## src/rtl/input_debouncer_if.sv

```systemverilog
// -----------------------------------------------------------------------------
// input_debouncer_if
//
// Purpose:
//   Groups the input_debouncer's per-channel signals into one bundle. The raw
//   switch/sensor levels go in, and the cleaned level plus the press/release
//   pulses come out.
//
// Signals (all N_CH wide, bit 0 Sensor, bit 1 Walk_Request, bit 2 Reprogram):
//   raw_in        asynchronous raw levels from the switches/sensors
//   level_out     debounced level per channel
//   press_pulse   one-cycle pulse on an accepted 0->1 transition
//   release_pulse one-cycle pulse on an accepted 1->0 transition
//
// Modports:
//   master  side that supplies raw_in and consumes the debounced results
//   slave   the debouncer itself (samples raw_in, drives the results)
// -----------------------------------------------------------------------------
interface input_debouncer_if #(
  parameter int N_CH = 3
);

  logic [N_CH-1:0] raw_in;
  logic [N_CH-1:0] level_out;
  logic [N_CH-1:0] press_pulse;
  logic [N_CH-1:0] release_pulse;

  modport master (
    output raw_in,
    input  level_out,
    input  press_pulse,
    input  release_pulse
  );

  modport slave (
    input  raw_in,
    output level_out,
    output press_pulse,
    output release_pulse
  );

endinterface

```

## src/rtl/input_debouncer.sv

```systemverilog
// -----------------------------------------------------------------------------
// input_debouncer
//
// Purpose:
//   This is a multi-channel debouncer and edge-pulse generator for the raw
//   push-button and sensor inputs of the traffic-light controller. Each
//   channel first passes through its own 2-FF synchroniser. A four-state
//   counter FSM then accepts a new level only after DEBOUNCE_CYCLES
//   consecutive equal synchronised samples. On acceptance the FSM updates
//   the clean level and emits a one-cycle press or release pulse.
//
// Ports:
//   clk         system clock; every flop is rising-edge triggered
//   Reset_Sync  synchronous active-high reset, highest priority
//   bus         input_debouncer_if.slave carrying raw_in, level_out,
//               press_pulse and release_pulse (N_CH bits each)
//
// Parameters:
//   N_CH             number of independent channels
//   CNT_W            debounce counter width; 2**CNT_W must exceed
//                    DEBOUNCE_CYCLES
//   DEBOUNCE_CYCLES  consecutive equal samples needed to accept a level
//                    (2 .. 2**CNT_W-1)
//   REPEAT_CYCLES    auto-repeat period; exists only when the
//                    INPUT_DEBOUNCER_REPEAT_EN build option is defined
//
// Build option:
//   INPUT_DEBOUNCER_REPEAT_EN
//     When defined, a channel held in its stable-high state re-emits a
//     press_pulse every REPEAT_CYCLES cycles. When undefined, there is exactly
//     one press_pulse per accepted press. The port list is the same in both
//     builds.
//
// Timing:
//   The raw edge reaches level_out exactly DEBOUNCE_CYCLES+2 cycles after the
//   edge. The synchroniser adds 2 cycles, and the FSM needs DEBOUNCE_CYCLES
//   equal samples.
// -----------------------------------------------------------------------------
module input_debouncer #(
  parameter int N_CH            = 3,
  parameter int CNT_W           = 16,
  parameter int DEBOUNCE_CYCLES = 50000
`ifdef INPUT_DEBOUNCER_REPEAT_EN
  ,
  parameter int REPEAT_CYCLES   = 500000
`endif
) (
  input  logic                clk,
  input  logic                Reset_Sync,
  input_debouncer_if.slave    bus
);

  // Per-channel FSM encoding. The low bit marks the "arming" states in which
  // the counter is measuring a candidate new level.
  localparam logic [1:0] STABLE_LO = 2'd0;
  localparam logic [1:0] ARM_HI    = 2'd1;
  localparam logic [1:0] STABLE_HI = 2'd2;
  localparam logic [1:0] ARM_LO    = 2'd3;

  // The counter value at which the DEBOUNCE_CYCLES-th equal sample is seen.
  localparam logic [CNT_W-1:0] CNT_ONE  = CNT_W'(1);
  localparam logic [CNT_W-1:0] CNT_LAST = CNT_W'(DEBOUNCE_CYCLES - 1);

`ifdef INPUT_DEBOUNCER_REPEAT_EN
  // The repeat counter is 4 bits wider than the debounce counter. This makes
  // the repeat period much longer than the debounce time.
  localparam int                REP_W    = CNT_W + 4;
  localparam logic [REP_W-1:0]  REP_ONE  = REP_W'(1);
  localparam logic [REP_W-1:0]  REP_LAST = REP_W'(REPEAT_CYCLES - 1);
`endif

  // Each channel drives one bit of these vectors, and the vectors then drive
  // the interface outputs.
  logic [N_CH-1:0] level_vec;
  logic [N_CH-1:0] press_vec;
  logic [N_CH-1:0] release_vec;

  for (genvar i = 0; i < N_CH; i++) begin : g_ch

    logic             s1;
    logic             s2;
    logic [1:0]       state;
    logic [1:0]       state_next;
    logic [CNT_W-1:0] cnt;
    logic [CNT_W-1:0] cnt_next;
    logic             level;
    logic             level_next;
    logic             press;
    logic             press_next;
    logic             press_all;
    logic             rel;
    logic             rel_next;

    // Two-flop synchroniser. raw_in is asynchronous, so nothing downstream
    // looks at it before s2.
    always_ff @(posedge clk) begin
      if (Reset_Sync) begin
        s1 <= 1'b0;
        s2 <= 1'b0;
      end else begin
        s1 <= bus.raw_in[i];
        s2 <= s1;
      end
    end

    // Next-state logic of the debounce FSM. In a stable state, a differing
    // sample counts as the first of a run (cnt <= 1). In an arming state, a
    // sample equal to the old level rejects the run as a glitch. The
    // DEBOUNCE_CYCLES-th consecutive differing sample accepts the new level
    // and raises the matching pulse. The counter is cleared on every exit
    // from an arming state, so it never exceeds CNT_LAST.
    always_comb begin
      state_next = state;
      cnt_next   = cnt;
      level_next = level;
      press_next = 1'b0;
      rel_next   = 1'b0;
      case (state)
        STABLE_LO: begin
          if (s2) begin
            state_next = ARM_HI;
            cnt_next   = CNT_ONE;
          end else begin
            cnt_next   = '0;
          end
        end
        ARM_HI: begin
          if (!s2) begin
            state_next = STABLE_LO;
            cnt_next   = '0;
          end else if (cnt == CNT_LAST) begin
            state_next = STABLE_HI;
            level_next = 1'b1;
            press_next = 1'b1;
            cnt_next   = '0;
          end else begin
            cnt_next   = cnt + CNT_ONE;
          end
        end
        STABLE_HI: begin
          if (!s2) begin
            state_next = ARM_LO;
            cnt_next   = CNT_ONE;
          end else begin
            cnt_next   = '0;
          end
        end
        ARM_LO: begin
          if (s2) begin
            state_next = STABLE_HI;
            cnt_next   = '0;
          end else if (cnt == CNT_LAST) begin
            state_next = STABLE_LO;
            level_next = 1'b0;
            rel_next   = 1'b1;
            cnt_next   = '0;
          end else begin
            cnt_next   = cnt + CNT_ONE;
          end
        end
        default: begin
          state_next = STABLE_LO;
          cnt_next   = '0;
          level_next = 1'b0;
        end
      endcase
    end

`ifdef INPUT_DEBOUNCER_REPEAT_EN
    logic [REP_W-1:0] rep;
    logic [REP_W-1:0] rep_next;
    logic             rep_fire;

    // Auto-repeat timer. It runs only while the channel stays in STABLE_HI.
    // A cycle that leaves STABLE_HI (s2 low) clears it instead of firing, so
    // a repeat pulse never lands on the cycle of a release.
    always_comb begin
      rep_next = '0;
      rep_fire = 1'b0;
      if (state == STABLE_HI && s2) begin
        if (rep == REP_LAST) begin
          rep_fire = 1'b1;
        end else begin
          rep_next = rep + REP_ONE;
        end
      end
    end

    // Register the repeat timer. Reset_Sync clears it.
    always_ff @(posedge clk) begin
      if (Reset_Sync) begin
        rep <= '0;
      end else begin
        rep <= rep_next;
      end
    end

    assign press_all = press_next | rep_fire;
`else
    assign press_all = press_next;
`endif

    // Register the FSM state, the counter, the clean level and the pulses.
    // The pulses are registered, so each lasts exactly one cycle.
    always_ff @(posedge clk) begin
      if (Reset_Sync) begin
        state <= STABLE_LO;
        cnt   <= '0;
        level <= 1'b0;
        press <= 1'b0;
        rel   <= 1'b0;
      end else begin
        state <= state_next;
        cnt   <= cnt_next;
        level <= level_next;
        press <= press_all;
        rel   <= rel_next;
      end
    end

    assign level_vec[i]   = level;
    assign press_vec[i]   = press;
    assign release_vec[i] = rel;

  end : g_ch

  assign bus.level_out     = level_vec;
  assign bus.press_pulse   = press_vec;
  assign bus.release_pulse = release_vec;

endmodule

```

## src/flat_wrapper.sv

```systemverilog
// flat-port wrapper written by rule: the top's interface ports become plain ports
module input_debouncer_flat 
#(
  parameter int N_CH            = 3,
  parameter int CNT_W           = 16,
  parameter int DEBOUNCE_CYCLES = 50000

)
  (clk, Reset_Sync, bus_raw_in, bus_level_out, bus_press_pulse, bus_release_pulse);
  input_debouncer_if #(.N_CH(N_CH)) bus_i ();
  input  logic clk;
  input  logic Reset_Sync;
  input wire logic [$bits(bus_i.raw_in)-1:0] bus_raw_in;
  output wire logic [$bits(bus_i.level_out)-1:0] bus_level_out;
  output wire logic [$bits(bus_i.press_pulse)-1:0] bus_press_pulse;
  output wire logic [$bits(bus_i.release_pulse)-1:0] bus_release_pulse;
  assign bus_i.raw_in = bus_raw_in;
  assign bus_level_out = bus_i.level_out;
  assign bus_press_pulse = bus_i.press_pulse;
  assign bus_release_pulse = bus_i.release_pulse;
  input_debouncer #(.N_CH(N_CH), .CNT_W(CNT_W), .DEBOUNCE_CYCLES(DEBOUNCE_CYCLES)) u_core (.clk(clk), .Reset_Sync(Reset_Sync), .bus(bus_i));
endmodule
```

## config.mk

```make
export PLATFORM = sky130hd
export DESIGN_NAME = input_debouncer_flat
export DESIGN_NICKNAME = d
export VERILOG_FILES = /design/src/rtl/input_debouncer_if.sv /design/src/rtl/input_debouncer.sv /design/src/flat_wrapper.sv
export SDC_FILE = /design/constraint.sdc
export NUM_CORES = 1
export LEC_CHECK = 0
export ABC_AREA = 1
export ABC_CLOCK_PERIOD_IN_PS = 2600
export BUFFER_PORTS_ARGS = -buffer_cell sky130_fd_sc_hd__clkbuf_2
export CORE_MARGIN = 8
export CORE_UTILIZATION = 40
export CTS_CLUSTER_DIAMETER = 80
export DETAILED_ROUTE_END_ITERATION = 8
export GPL_TIMING_DRIVEN = 0
export PLACE_DENSITY = 0.62
export SYNTH_ARGS = -nofsm -noshare
export SYNTH_HDL_FRONTEND = slang
export SYNTH_SLANG_ARGS = --single-unit
```

## constraint.sdc

```tcl
create_clock -name clk -period 2.6 [get_ports clk]
set_input_delay 0.26 -clock clk [delete_from_list [all_inputs] [get_ports clk]]
set_output_delay 0.26 -clock clk [all_outputs]
set_load 0.02 [all_outputs]
```

==> flow_summary.yaml, run 1 <==
floorplan:
  die-area_um2: 11400
  die-width_um: 107
  initial_core_util: 0.408
  rows: 33
  core_um2: 8090
  ios: 14
  die_h_um: 107
grt:
  grt_max_degree: 12
  grt_pass1_vias: 2639
  grt_use_total: 0.118
  grt_first_pass_wirelength_um: 11000
  gr-total-overflow: 0
  grt_antenna_before_repair: 0
placed_design:
  gp_congestion: 0.889
  io_buffers: 13
  pre_cts_ws_ns: 0.869
  placed_cell_area_um2: 3500
  post-dp-hpwl_um: 4810
yosys:
  synth_xor_area_frac: 0.0610
  synth_top_area_frac: 0.418
  ys_types: 26
  synth_top_family_by_area: "simple AND/OR/NAND/NOR gates"
  ys_seq_area_frac: 0.418
  synthMuxAreaShare: 0
  synth-seq-cells: 69
  syn_area_um2: 3300
  syn_nets: 481
  ys_warn_count: 0
  synth_compound_area_frac: 0.0379
  netlist_instances: 473
  synth_fa_ha_area_frac: 0.0114
  synth_area_leaders: "dfxtp_1 (42%), nor2_1 (12%), nand2_1 (11%)"
  synth_top_area_cell: "dfxtp_1"
  syn_avg_cell_area_um2: 6.98
  synth_simple_gate_area_share: 0.375
clock_tree:
  cts_tree: "done"
  cts_resized: 0
  cts_sinks: 69
  htreeDepth: 3
  cts_inserted_buffers: 9
  clk_pin_slew_ns: 0.07
  root_buffer: "clkbuf_8"
  cts.path.max_buffers: 2
  clock_latency_ns: 0.33
  ctsHoldBuffers: 0
  post_cts_buffers: 0
sta:
  tightest_slew_ns: 0.504
  maxSlewHeadroom: 0.664
  finalSetupTns_ns: 0
  skew_ns: 0.00830
  rsz0062_at_grt: "false"
  post-route-period-util: 0.663
  setup_viol: 0
  max_freq_mhz: 580
  period_minus_slack_ns: 1.72
  fin_ws_ns: 0.876
  final-max-slew-violation-count: 0
  hold_viol: 0
drt:
  drt-initial-drc-count: 101
  first_pass_iters: 4
  ant_nets: 0
  drc: 0
  wl_per_cell_um: 10.4
  wl_um: 6300
  vias_per_cell: 4.64
  num_vias: 2812
power_and_ir_drop:
  powerDensity_nw_per_um2: 518
  vdd.ir_drop.worst_mv: 0.243
  p_leak_nw: 1.36
  p_total_w: 0.00190
setup_path:
  critPathLaunchType: "register"
  critPathMaxStageDelay_ns: 0.38
  critPathMostFrequentCell: "nor2_1"
  path_buf_inv: 1
  crit_family: "simple AND/OR/NAND/NOR gates"
  cp_cell_sequence: "ha_1 -> nand3_1 -> nor2_1 -> nand2_1 -> nand3_2 -> buf_4 -> nor2_1"
  arrival_ns: 1.95
  required_ns: 2.83
  crit_path_end_kind: "register"
  cp_max_fo: 10
  slowest_stage: "dfxtp_1"
  worstSetupPathType: "register to register"
worst_hold_path:
  hp-class: "primary input to register"
job:
  maxCapViolations: 0
layout:
  layout.nets: 505
  postLayoutCoreUtil: 0.454
  antenna_cells: 0
  fin_area_um2: 3680
  drive_gt1_frac: 0.130
  syn2layout_area_growth_pct: 11.4
outcome:
  status: "finished, final reports clean"
where the power goes:
| part | total [W] | switching (W) | internal [W] |
|---|---|---|---|
| Sequential | 0.00107 | 0.00000528 | 0.00106 |
| Clock | 0.000807 | 0.000378 | 0.000429 |
| Combinational | 0.0000290 | 0.0000195 | 0.00000951 |
layout make-up:
cell class / instances / area, um^2
fill: 857 / 4420
timing repair buffer: 13 / 65.1
inverter: 57 / 214
clock inverter: 6 / 55.1
buffer: 15 / 104
clock buffer: 9 / 124
sequential: 69 / 1380
tap: 105 / 131
multi-input combinational: 332 / 1600
flip-flops by register name, summed over array words and instances, names as in the netlist, named ones only:
name and cells:
u_core.g_ch.cnt 48, u_core.g_ch.level 3, u_core.g_ch.press 3, u_core.g_ch.rel 3, u_core.g_ch.s1 3, u_core.g_ch.s2 3
u_core.g_ch.state 3
Yosys cell counts:
library cell	count
o21bai_1	5
nand2_2	2
nand4_1	6
nand3_1	37
clkbuf_1	2
dfxtp_1	69
a21oi_1	10
nor4_1	2
nor3_1	16
buf_2	2
a21oi_4	1
a31oi_1	1
inv_1	52
nor2_1	108
nand2_1	95
inv_2	5
buf_6	1
o21ai_0	3
nor2_2	12
nand3_2	1
xor2_1	13
nor2_4	3
ha_1	3
buf_4	10
nor3b_1	4
xnor2_1	10
worst register-to-register path: cells and delay by family (launching register included):
kind          cells  cell delay [ns]
buf+inv           1             0.20
fa+ha+maj         1             0.25
flops             1             0.38
simple gates      5             0.80
cells in the final DEF, fill, tap and decap left out, types with 6 or more instances in the layout:
master	instances
a21oi_1	10
buf_4	10
clkbuf_2	13
clkbuf_8	9
dfxtp_1	69
inv_1	52
nand2_1	95
nand3_1	37
nand4_1	6
nor2_1	108
nor2_2	12
nor3_1	16
xnor2_1	10
xor2_1	13
worst paths after layout:
check / start / end / slack, ns / cells after the start
max: u_core.g_ch[1].cnt[0] / u_core.g_ch[1].cnt[10] / 0.88 / 7
min: bus_raw_in[2] / u_core.g_ch[2].s1 / 0.12 / 3
max reg2reg: u_core.g_ch[1].cnt[0] / u_core.g_ch[1].cnt[10] / 0.88 / 7
min reg2reg: u_core.g_ch[2].s1 / u_core.g_ch[2].s2 / 0.40 / 2
metal layers:
layer	track usage	up-vias	share of wire
li1	-	1511	-
met1	0.139	1243	0.49
met2	0.190	49	0.45
met5	0	-	0
met4	0.0583	0	0.013
met3	0.0360	9	0.040
metrics by stage:
step	hold WS (ns)	std cells
2_1_floorplan	0.367	473
3_3_place_gp	0.398	591
3_5_place_dp	0.394	591
4_1_cts	0.0992	606
5_1_grt	0.102	606
6_report	0.118	606
logic make-up (layout without fill, tap and decap cells):
group / count (synthesis) / count (layout)
flip-flops: 69 / 69
adder cells (fa/ha/maj): 3 / 3
AO/OA/AOI/OAI: 20 / 20
XOR/XNOR: 23 / 23
buffers and inverters: 72 / 100
AND/OR/NAND/NOR: 286 / 286
No activity file was read; power rests on OpenSTA's default activity.
==> run 2: changes to the inputs <==
--- a/config.mk
+++ b/config.mk
@@ -6,14 +6,14 @@
 export NUM_CORES = 1
 export LEC_CHECK = 0
 export ABC_AREA = 1
-export ABC_CLOCK_PERIOD_IN_PS = 2600
+export ABC_CLOCK_PERIOD_IN_PS = 1500
 export BUFFER_PORTS_ARGS = -buffer_cell sky130_fd_sc_hd__clkbuf_2
 export CORE_MARGIN = 8
 export CORE_UTILIZATION = 40
 export CTS_CLUSTER_DIAMETER = 80
 export DETAILED_ROUTE_END_ITERATION = 8
 export GPL_TIMING_DRIVEN = 0
-export PLACE_DENSITY = 0.62
+export PLACE_DENSITY = 0.64
 export SYNTH_ARGS = -nofsm -noshare
 export SYNTH_HDL_FRONTEND = slang
 export SYNTH_SLANG_ARGS = --single-unit
==> constraint.sdc (replaced) <==
create_clock -name clk -period 1.5 [get_ports clk]
set_input_delay 0.15 -clock clk [delete_from_list [all_inputs] [get_ports clk]]
set_output_delay 0.15 -clock clk [all_outputs]
set_load 0.02 [all_outputs]
==> run 2 against run 1 <==
  * Via count up 1.8%
  * Wire length up 10%
  * Global-route usage up 1.3 points
  * Worst hold slack worse by 0.11 ns
  * Cell area up 4.8%
  * Maximum frequency up 23%
  * Utilization up 2.2 points
  * First-iteration DRC count up 35%
  * Count of clock-buffer cells in the layout up 1
==> flow_summary.yaml, run 2 (synthesized netlist as in run 1, its figures left out) <==
setup_path:
  rr_worst_depth: 7
  crit_path_end_kind: "register"
  worstSetupPathType: "register to register"
  cp_max_fo: 10
  critPathLaunchType: "register"
  arrival_ns: 1.63
  required_ns: 1.73
power_and_ir_drop:
  p_leak_nw: 1.38
  pwr-share-clk: 0.464
  internal-power_w: 0.00283
  p_sw_w: 0.000735
  p_comb_frac: 0.015
  vdd.ir_drop.worst_mv: 0.502
  seq_power_share: 0.520
  powerDensity_nw_per_um2: 924
  switching_share: 0.206
floorplan:
  rows: 33
  core_um2: 8090
  ios: 14
  die_h_um: 107
  initial_core_util: 0.408
  die-area_um2: 11400
  die-width_um: 107
job:
  maxCapViolations: 0
drt:
  ant_nets: 0
  first_pass_iters: 4
  vias_per_cell: 4.71
  drt-initial-drc-count: 136
  wl_um: 6930
  num_vias: 2864
  wl_per_cell_um: 11.4
  drc: 0
clock_tree:
  cts_tree: "done"
  clock_latency_ns: 0.35
  root_buffer: "clkbuf_8"
  htreeDepth: 3
  cts.path.max_buffers: 2
  cts_inserted_buffers: 9
  cts_sinks: 69
  clk_pin_slew_ns: 0.06
outcome:
  status: "finished, final reports clean"
layout:
  top_register: "u_core.g_ch.cnt"
  mostFrequentLayoutCells: "nor2_1 (104), nand2_1 (92), dfxtp_1 (66)"
  antenna_cells: 0
  nFillCells: 828
  seq_area_um2: 1390
  drive_gt1_frac: 0.177
  syn2layout_area_growth_pct: 16.7
  layout.nets: 507
  multi_input_area_um2: 1710
  layout_commonest_cell: "nor2_1"
  largest_reg_flops: 48
sta:
  skew_ns: 0.0146
  post-route-period-util: 0.931
  maxSlewHeadroom: 0.700
  fin_hold_ws_ns: 0.0110
  period_minus_slack_ns: 1.40
  setup_viol: 0
  max_freq_mhz: 716
  hold_viol: 0
  fin_ws_ns: 0.104
  tightest_slew_ns: 0.450
  final-max-slew-violation-count: 0
  rsz0062_at_grt: "false"
placed_design:
  post-dp-hpwl_um: 5040
  io_buffers: 13
  gp_congestion: 0.852
  pre_cts_ws_ns: -0.292
grt:
  gr-total-overflow: 0
  grt_max_degree: 12
  grt_antenna_before_repair: 0
  grt_first_pass_wirelength_um: 12200
  grt_pass1_vias: 2786
  grt_use_total: 0.130
worst_hold_path:
  hp-class: "primary input to register"
  hold_depth: 3
==> run 2: changes by cell type in the layout (fill, tap and decap cells not counted), moves of 2 or more <==
| cell | delta |
|---|---|
| nand3_1 | -6 |
| nor2_1 | -4 |
| dfxtp_1 | -3 |
| ha_1 | -3 |
| inv_1 | -3 |
| inv_2 | +3 |
| nand2_1 | -3 |
| nand2_2 | +3 |
| nand3_2 | +3 |
| nand3_4 | +3 |
| nor2_4 | +3 |
| clkinv_2 | -2 |
| dfxtp_2 | +2 |
| ha_2 | +2 |
==> run 2: layout make-up <==
type                       instances  area share
buffer                            15      0.0305
inverter                          57      0.0555
clock inverter                     5      0.0195
timing repair buffer              15      0.0214
tap                              105      0.0341
clock buffer                      10      0.0357
multi-input combinational        332       0.443
sequential                        69       0.360
==> run 2: repair_timing <==
action | in CTS | in global routing
endpoints found under the setup margin | 39 | 38
setup buffers | 0 | 1
hold buffers | 1 | 0
hold endpoints to repair | 1 | 0
gates resized for setup | 12 | 23
pin swaps | 0 | 1
==> run 2: power by group through the flow <==
stage                     sequential, W  clock (W)  combinational [W]
after global routing            0.00185    0.00178          0.0000632
after CTS                       0.00185    0.00169          0.0000547
after detailed placement        0.00190          0          0.0000520
after global placement          0.00189          0          0.0000509
after floorplan                 0.00189          0          0.0000354
final                           0.00185    0.00165          0.0000551
==> run 2: through the flow <==
stage | TNS (ns) | utilization | instance area (um^2) | total power [W] | std cells
finish | 0 | 0.476 | 3850 | 0.00356 | 608
global route | 0 | 0.476 | 3850 | 0.00370 | 608
CTS | 0 | 0.465 | 3760 | 0.00360 | 607
detailed placement | -5.17 | 0.432 | 3500 | 0.00195 | 591
global placement | -4.22 | 0.432 | 3500 | 0.00195 | 591
floorplan | 0 | - | 3300 | 0.00193 | 473
==> run 2: worst paths after layout <==
path / slack [ns] / startpoint / end
worst max-delay path: 0.10 / u_core.g_ch[2].cnt[1] / u_core.g_ch[2].cnt[4]
worst min-delay path: 0.01 / bus_raw_in[2] / u_core.g_ch[2].s1
worst max register to register: 0.10 / u_core.g_ch[2].cnt[1] / u_core.g_ch[2].cnt[4]
worst min register to register: 0.40 / u_core.g_ch[2].s1 / u_core.g_ch[2].s2
==> run 2: worst max-delay path: stages (launching register included) <==
cell     delay (ns)
dfxtp_1        0.36
ha_2           0.21
nand3_2        0.14
nor2_4         0.18
a21oi_4        0.10
nand2_2        0.10
buf_8          0.16
nor2_2         0.04
==> run 2: metal layers <==
metal	vias up	track usage	routed length [um]
li1	1511	-	-
met1	1306	0.153	3200
met2	31	0.214	3320
met3	16	0.0288	235
met4	0	0.0774	177
met5	-	0	0
==> run 3: changes to the inputs <==
--- a/config.mk
+++ b/config.mk
@@ -8,12 +8,14 @@
 export ABC_AREA = 1
 export ABC_CLOCK_PERIOD_IN_PS = 1500
 export BUFFER_PORTS_ARGS = -buffer_cell sky130_fd_sc_hd__clkbuf_2
+export CELL_PAD_IN_SITES_DETAIL_PLACEMENT = 0
+export CELL_PAD_IN_SITES_GLOBAL_PLACEMENT = 1
 export CORE_MARGIN = 8
 export CORE_UTILIZATION = 40
 export CTS_CLUSTER_DIAMETER = 80
 export DETAILED_ROUTE_END_ITERATION = 8
 export GPL_TIMING_DRIVEN = 0
-export PLACE_DENSITY = 0.64
+export PLACE_DENSITY = 0.81
 export SYNTH_ARGS = -nofsm -noshare
 export SYNTH_HDL_FRONTEND = slang
 export SYNTH_SLANG_ARGS = --single-unit
==> run 3 against run 2 <==
  * Non-clock buffer count is 1 higher
  * Register-to-register slack hardly changed
  * Critical path depth unchanged
  * Wire length fell by 7.4%
  * Clock skew shrank 0.0072 ns
  * Maximum frequency grew 0.90%
  * Cell area decreased by 1.7%
  * Utilization decreased by 0.79 points
  * Count of clock-buffer cells in the layout increased by 2
  * Worst hold slack improved by 0.21 ns
  * Sequential power about the same
  * Worst setup slack gained 0.012 ns
  * Critical path type unchanged
==> flow_summary.yaml, run 3 (synthesized netlist as in run 1, its figures left out) <==
grt:
  grt_first_pass_wirelength_um: 11400
  grt_antenna_before_repair: 0
  grt_max_degree: 11
  grt_pass1_vias: 2547
  gr-total-overflow: 0
  grt_use_total: 0.123
placed_design:
  gp_congestion: 0.833
  post-dp-hpwl_um: 4760
  pre_cts_ws_ns: -0.250
  io_buffers: 13
  place_inst: 591
  placed_cell_area_um2: 3500
setup_path:
  cp-startpoint: "u_core.g_ch[1].cnt[0]"
  r2r_start: "u_core.g_ch[1].cnt[0]"
  required_ns: 1.73
  critPathLaunchType: "register"
  crit_end: "u_core.g_ch[1].cnt[10]"
  rr_worst_depth: 7
  crit_path_end_kind: "register"
  cp_max_fo: 10
  worstSetupPathType: "register to register"
  rrSetupSlack_ns: 0.12
  timing.rr.end: "u_core.g_ch[1].cnt[10]"
  arrival_ns: 1.61
sta:
  fin_ws_ns: 0.116
  final-max-slew-violation-count: 0
  post-route-period-util: 0.923
  finalSetupTns_ns: 0
  maxSlewHeadroom: 0.682
  hold_viol: 0
  tightest_slew_ns: 0.477
  setup_viol: 0
  period_minus_slack_ns: 1.38
  max_freq_mhz: 723
  skew_ns: 0.00742
power_and_ir_drop:
  p_leak_nw: 1.36
  powerDensity_nw_per_um2: 848
  vdd.ir_drop.worst_mv: 0.538
drt:
  first_pass_iters: 4
  drt-initial-drc-count: 129
  num_vias: 2818
  wl_um: 6420
  ant_nets: 0
  vias_per_cell: 4.63
  wl_per_cell_um: 10.6
  drc: 0
clock_tree:
  cts_sinks: 69
  cts_tree: "done"
  clk_pin_slew_ns: 0.07
  root_buffer: "clkbuf_8"
  cts.path.max_buffers: 2
  post_cts_buffers: 0
  htreeDepth: 3
  cts_inserted_buffers: 9
  clock_latency_ns: 0.34
worst_hold_path:
  hp-class: "primary input to register"
floorplan:
  rows: 33
  die-area_um2: 11400
  die_h_um: 107
  die-width_um: 107
  core_um2: 8090
  ios: 14
  initial_core_util: 0.408
layout:
  syn2layout_area_growth_pct: 14.8
  mostFrequentLayoutCells: "nor2_1 (105), nand2_1 (95), dfxtp_1 (63)"
  layout_commonest_cell: "nor2_1"
  multi_input_area_um2: 1680
  nFillCells: 852
  top_register: "u_core.g_ch.cnt"
  largest_reg_flops: 48
  fin_area_um2: 3790
  drive_gt1_frac: 0.159
  antenna_cells: 0
  layout.nets: 508
  finalNonFillerCells: 608
  seq_area_um2: 1390
job:
  maxCapViolations: 0
outcome:
  status: "finished, final reports clean"
==> run 3: cell types whose count changed in the layout (fill, tap and decap cells not counted), moves of 3 or more <==
cell,before,now
dfxtp_1,66,63
dfxtp_2,2,6
nand2_1,92,95
nand2_2,5,2
==> run 3: how the worst min path moves through the flow <==
| stage | to | cells after the start | slack (ns) | from |
|---|---|---|---|---|
| after global placement | u_core.g_ch[2].s1 | 3 | 0.34 | bus_raw_in[2] |
| after detailed placement | u_core.g_ch[0].s1 | 3 | 0.35 | bus_raw_in[0] |
| after floorplan | u_core.g_ch[0].s1 | 2 | 0.26 | bus_raw_in[0] |
| final | u_core.g_ch[1].level | 4 | 0.22 | Reset_Sync |
| after global routing | u_core.g_ch[1].level | 4 | 0.25 | Reset_Sync |
| after CTS | u_core.g_ch[0].press | 4 | 0.21 | Reset_Sync |
==> run 3: through the flow <==
| step | utilization | total power [W] | hold slack, ns |
|---|---|---|---|
| floorplan | - | 0.00193 | 0.257 |
| global placement | 0.432 | 0.00194 | 0.344 |
| detailed placement | 0.432 | 0.00195 | 0.347 |
| CTS | 0.463 | 0.00328 | 0.214 |
| global route | 0.468 | 0.00337 | 0.248 |
| finish | 0.468 | 0.00321 | 0.223 |
==> run 3: report_power, final <==
| part | internal [W] | total (W) | switching (W) |
|---|---|---|---|
| Sequential | 0.00184 | 0.00185 | 0.00000932 |
| Combinational | 0.0000219 | 0.0000565 | 0.0000345 |
| Clock | 0.000667 | 0.00130 | 0.000637 |
==> run 3: repair_timing <==
item                                    4_1_cts  5_1_grt
endpoints found under the setup margin       35       42
resized for setup                            11       16
cloned                                        0        0
hold endpoints to repair                      3        0
pin swaps                                     0        1
hold buffers                                  3        0
==> run 3: routing by layer <==
layer / global-route usage / part of all wire / wire [um]
met2: 0.187 / 0.43 / 2770
met3: 0.0270 / 0.030 / 191
met1: 0.160 / 0.52 / 3350
met5: 0 / 0 / 0
met4: 0.0633 / 0.017 / 108
==> run 3: critical path, cell delays in order, from the launching register on <==
cell and delay (ns):
dfxtp_2 0.37, ha_4 0.18, nand3_4 0.12, nor2_4 0.15
nand2_1 0.13, nand3_4 0.11, buf_6 0.15, nor2_1 0.05
==> run 3: final cells by class <==
class / instances / share of cell area
clock inverter: 2 / 0.00264
clock buffer: 12 / 0.0409
inverter: 57 / 0.0564
tap: 105 / 0.0347
buffer: 15 / 0.0300
sequential: 69 / 0.366
multi-input combinational: 332 / 0.444
timing repair buffer: 16 / 0.0251
